[src/rtl/x25519_ise_sigma_seq.sv]
// rtl/x25519_ise_sigma_seq.sv - iterated rotate-XOR sigma coprocessor, valid/ready handshake
// rd = f^(iter+1)(rs1), f(x) = x ^ ror(x,A) ^ ror(x,B), one application per BUSY cycle.
module x25519_ise_sigma_seq #(
  parameter int XLEN   = 64,
  parameter int ITER_W = 4
) (
  input  logic              clk,
  input  logic              rst,
  input  logic              flush,
  input  logic              in_valid,
  output logic              in_ready,
  input  logic [XLEN-1:0]   rs1,
  input  logic [4:0]        imm,
  input  logic              op_sigma,
  input  logic [ITER_W-1:0] iter,
  output logic              out_valid,
  input  logic              out_ready,
  output logic [XLEN-1:0]   rd,
  output logic              err
);

  if (!(XLEN == 32 || XLEN == 64)) begin : g_bad_xlen
    $error("x25519_ise_sigma_seq: XLEN must be 32 or 64");
  end

  typedef enum logic [1:0] {IDLE, BUSY, DONE} state_t;

  state_t            state_q, state_d;
  logic [XLEN-1:0]   acc_q, acc_d;
  logic [ITER_W-1:0] cnt_q, cnt_d;
  logic [2:0]        sel_q, sel_d;
  logic              err_q, err_d;

  function automatic logic [XLEN-1:0] ror(input logic [XLEN-1:0] x, input int unsigned s);
    return (x >> s) | (x << (XLEN - s));
  endfunction

  // sel is only ever 0..4 here; illegal selects never reach BUSY.
  function automatic logic [XLEN-1:0] sigma_f(input logic [XLEN-1:0] x, input logic [2:0] sel);
    int unsigned a;
    int unsigned b;
    a = 1;
    b = 8;
    if (XLEN == 64) begin
      case (sel)
        3'd0:    begin a = 19; b = 28; end
        3'd1:    begin a = 61; b = 39; end
        3'd2:    begin a = 1;  b = 6;  end
        3'd3:    begin a = 10; b = 17; end
        default: begin a = 7;  b = 41; end
      endcase
    end else begin
      case (sel)
        3'd0:    begin a = 2;  b = 13; end
        3'd1:    begin a = 6;  b = 11; end
        3'd2:    begin a = 7;  b = 18; end
        3'd3:    begin a = 17; b = 19; end
        default: begin a = 1;  b = 8;  end
      endcase
    end
    return x ^ ror(x, a) ^ ror(x, b);
  endfunction

  always_comb begin
    state_d   = state_q;
    acc_d     = acc_q;
    cnt_d     = cnt_q;
    sel_d     = sel_q;
    err_d     = err_q;
    in_ready  = (state_q == IDLE);
    out_valid = (state_q == DONE);
    case (state_q)
      IDLE: begin
        if (in_valid) begin
          acc_d = rs1;
          cnt_d = iter;
          sel_d = imm[2:0];
          err_d = 1'b0;
          if (!op_sigma || imm > 5'd4) begin
            acc_d   = '0;
            err_d   = op_sigma && (imm > 5'd4);
            state_d = DONE;
          end else begin
            state_d = BUSY;
          end
        end
      end
      BUSY: begin
        acc_d = sigma_f(acc_q, sel_q);
        if (cnt_q == '0) state_d = DONE;
        else             cnt_d   = cnt_q - 1'b1;
      end
      DONE: begin
        if (out_ready) begin
          state_d = IDLE;
          err_d   = 1'b0;
        end
      end
      default: state_d = IDLE;
    endcase
    // Abort wins over both accept and handoff.
    if (flush) begin
      state_d = IDLE;
      err_d   = 1'b0;
    end
  end

  always_ff @(posedge clk or posedge rst) begin
    if (rst) begin
      state_q <= IDLE;
      acc_q   <= '0;
      cnt_q   <= '0;
      sel_q   <= '0;
      err_q   <= 1'b0;
    end else begin
      state_q <= state_d;
      acc_q   <= acc_d;
      cnt_q   <= cnt_d;
      sel_q   <= sel_d;
      err_q   <= err_d;
    end
  end

  assign rd  = out_valid ? acc_q : '0;
  assign err = out_valid & err_q;

endmodule

[config.mk]
export PLATFORM = sky130hd
export DESIGN_NAME = x25519_ise_sigma_seq
export DESIGN_NICKNAME = d
export VERILOG_FILES = /design/src/rtl/x25519_ise_sigma_seq.sv
export SDC_FILE = /design/constraint.sdc
export NUM_CORES = 1
export LEC_CHECK = 0
export ABC_CLOCK_PERIOD_IN_PS = 4900
export BUFFER_PORTS_ARGS = -buffer_cell sky130_fd_sc_hd__buf_4
export CORE_ASPECT_RATIO = 0.6
export CORE_MARGIN = 2
export CORE_UTILIZATION = 35
export DETAILED_ROUTE_END_ITERATION = 8
export PLACE_DENSITY_LB_ADDON = 0.05
export SLEW_MARGIN = 20
export SYNTH_ARGS = -nofsm -noshare
export SYNTH_HDL_FRONTEND = slang
export SYNTH_SLANG_ARGS = --single-unit
[constraint.sdc]
create_clock -name clk -period 4.9 [get_ports clk]
set_input_delay 1.47 -clock clk [delete_from_list [all_inputs] [get_ports clk]]
set_output_delay 1.47 -clock clk [all_outputs]
set_load 0.005 [all_outputs]
==> key figures <==
Status
  – Status: finished, final reports clean

STA
  – Skew final: 19.9 ps
  – Max-slew violation total from the final report: 0
  – Max Fclk: 212 MHz
  – Final worst setup slack: 176 ps
  – Max transition margin: 15.4%
  – Worst-Margin Slew: 1270 ps
  – Setup TNS: 0 ps
  – Final-report hold violation count: 0
  – Setup violations, final: 0
  – Unrepaired setup endpoints after global routing: false
  – Tmin final: 4720 ps
  – Period utilization: 96.4%

Critical path
  – CP max-delay cell: dfrtp_4
  – Slowest cell delay on critical path: 520 ps
  – Crit-path cells: and2b_1, o21ai_4, clkinv_1, ha_1, or2_2, nor2_1, nor2_4, o21ai_0, o21ai_0, buf_4, mux4_2, xnor2_1, a211oi_1
  – Critical path type: reg2reg
  – CP Launch Point: sel_q[0]
  – CP delay by family, top: compound AO/OA/AOI/OAI gates
  – Worst Path Required: 5200 ps
  – Worst Path Arrival: 5020 ps
  – R2r startpoint: sel_q[0]
  – Most frequent CP cell: o21ai_0
  – CP max FO: 22
  – WP buf/inv: 2
  – Crit end category: register
  – Startpoint Class: register

Pwr
  – Pwr Total: 9.26 mW
  – Cell area power density: 525 nW/um^2
  – Worst VDD drop: 307 uV
  – Pleak: 7.24 nW

Routing
  – Routed Antenna Nets: 0
  – Pre-Repair DR Iteration Count: 7
  – Via/cell ratio: 7.39
  – Iter 0 DRT Violations: 3906
  – Via Count: 20225
  – DRT Wirelength: 114 mm
  – DRC violations left: 0
  – Wirelength per Cell: 41.9 um

Logic synthesis
  – Mean area per synthesized cell: 7.33 sq um
  – Seq cells post-synth: 74
  – Synth cell types: 90
  – Synth Flop Type: dfrtp_1
  – Number of synthesized flops with an enable pin: 0
  – Post-Syn Nets: 2161
  – Cell Area, Synth: 15200 sq um
  – Syn. warnings: 0
  – Async SR Flop Fraction: 100%
  – Cell count after synthesis: 2079
  – Seq/Total Area, Yosys: 12.1%

Final layout
  – Commonest non-fill, non-tap cell in the layout: buf_4
  – Layout cells sized above 1: 21.4%
  – # nets final: 2231
  – Post-route non-filler standard cell count: 2735
  – Most frequent cells in the layout: buf_4 (308), mux2i_1 (205), nor2_1 (204)
  – Multi-input logic area: 12200 sq um
  – Sequential Area: 1860 sq um
  – Area grow syn2layout: 15.8%
  – Fillcell total: 4626

Floorplan
  – Die W: 273 um
  – Die Y: 166 um
  – Num ports: 146
  – Initial Util: 35.3%
  – Die Area: 45300 sq um
  – Core Region: 43200 sq um
  – Rows: 59

Flow run
  – Max-cap violations: 0

Global routing
  – Tot GR Track Use: 49.3%
  – Antenna violations before repair: 11
  – Pin count of the biggest net entering global routing: 69
  – Vias in the first global route: 18574
  – Global-route wire length before repair: 156 mm
  – GRT overflow: 0

Placement
  – Dpl hpwl: 84.8 mm
  – IO Port Bufs: 145
  – DP Cell Count: 2717
  – RePlAce Congestion: 1.09
  – Dpl ws: 450 ps

CTS
  – CTS resizes: 0
  – Number of buffers created by CTS: 9
  – CTS Root Cell: clkbuf_16
  – CTS Sinks: 74
  – CTS Buffer Depth: 2
  – Post-CTS setup buffers: 0
  – Worst-skew pair later-pin latency: 390 ps
  – # hold bufs at CTS: 0
  – H-tree levels: 3
  – CTS tree: done
  – CTS clk-pin slew, worst paths: 80 ps

Worst hold path
  – Hold_sp: cnt_q[1]
  – Worst hold path class: reg2reg
-- per-layer routing --
layer | vias up | GRT usage [%] | wire length [um]
li1 | 7840 | - | -
met1 | 10008 | 68.1 | 46600
met2 | 2011 | 61.2 | 40700
met3 | 356 | 29.2 | 21500
met4 | 10 | 17.9 | 5530
met5 | - | 0 | 137
-- logic make-up after synthesis --
group	count (synthesis)	synth area share, %
muxes	292	24.8
buffers and inverters	297	8.21
AOI/OAI and AO/OA	662	28.7
xor gates and xnor gates	118	7.05
DFF	74	12.1
adders and majority gates	3	0.246
and+or+nand+nor	633	18.9
-- per-stage QoR --
| step | area, sq um | util (%) | hold slack, ps |
|---|---|---|---|
| detailed placement | 17400 | 40.2 | 504 |
| global placement | 17400 | 40.2 | 497 |
| global route | 17600 | 40.9 | 543 |
| finish | 17700 | 40.9 | 517 |
| CTS | 17600 | 40.8 | 522 |
| floorplan | 15200 | - | 465 |
-- where the power goes --
part	internal, mW	switching [mW]	total (mW)
clock network	0.343	0.370	0.714
registers	0.698	0.493	1.19
logic	2.50	4.85	7.36
-- tightest hold or removal path: cells and delay by family, from the launching register on --
kind	cells	cell delay, ps
AOI/OAI and AO/OA	1	70
DFF	1	370
and+or+nand+nor	1	50
-- synth_stat cells (all sizes together) (20+ instances only) --
cell    instances  area, sq um
o22ai          25          156
inv            42          165
nand2         202          763
mux4           66         1490
xnor2          83          753
nand2b         22          138
nand3          49          245
mux2i         206         2070
o211ai         38          285
mux2           20          225
clkbuf        157          591
xor2           34          298
o21ai         121          621
buf            97          492
a221oi         40          374
a22oi          28          210
nor2          209          787
a211oi         62          465
and2           44          275
dfrtp          74         1850
a31oi          34          213
nor3           39          200
a21oi         184          936
-- flip-flops by register name (all words and copies together) (netlist names) --
name,count
acc_q,64
cnt_q,4
sel_q,3
state_q,2
err_q,1
-- final timing paths --
check | to | slack, ps | depth (start not counted)
worst max-delay path | acc_q[16] | 180 | 13
worst min-delay path | cnt_q[1] | 520 | 2
min in group asynchronous | acc_q[54] | 1300 | 2
worst max register to register | acc_q[16] | 180 | 13
max in group asynchronous | acc_q[11] | 2460 | 3
worst min register to register | cnt_q[1] | 520 | 2
-- cell type report --
type | count | share of cell area, %
clock inverters | 6 | 0.241
clock buffers | 9 | 1.28
flip-flops and latches | 74 | 10.6
multi-input cells | 1708 | 69.2
inverters | 43 | 0.964
diodes | 3 | 0.0425
well taps | 579 | 4.10
repair buffers | 313 | 13.7
No activity file was read; power rests on OpenSTA's default activity.
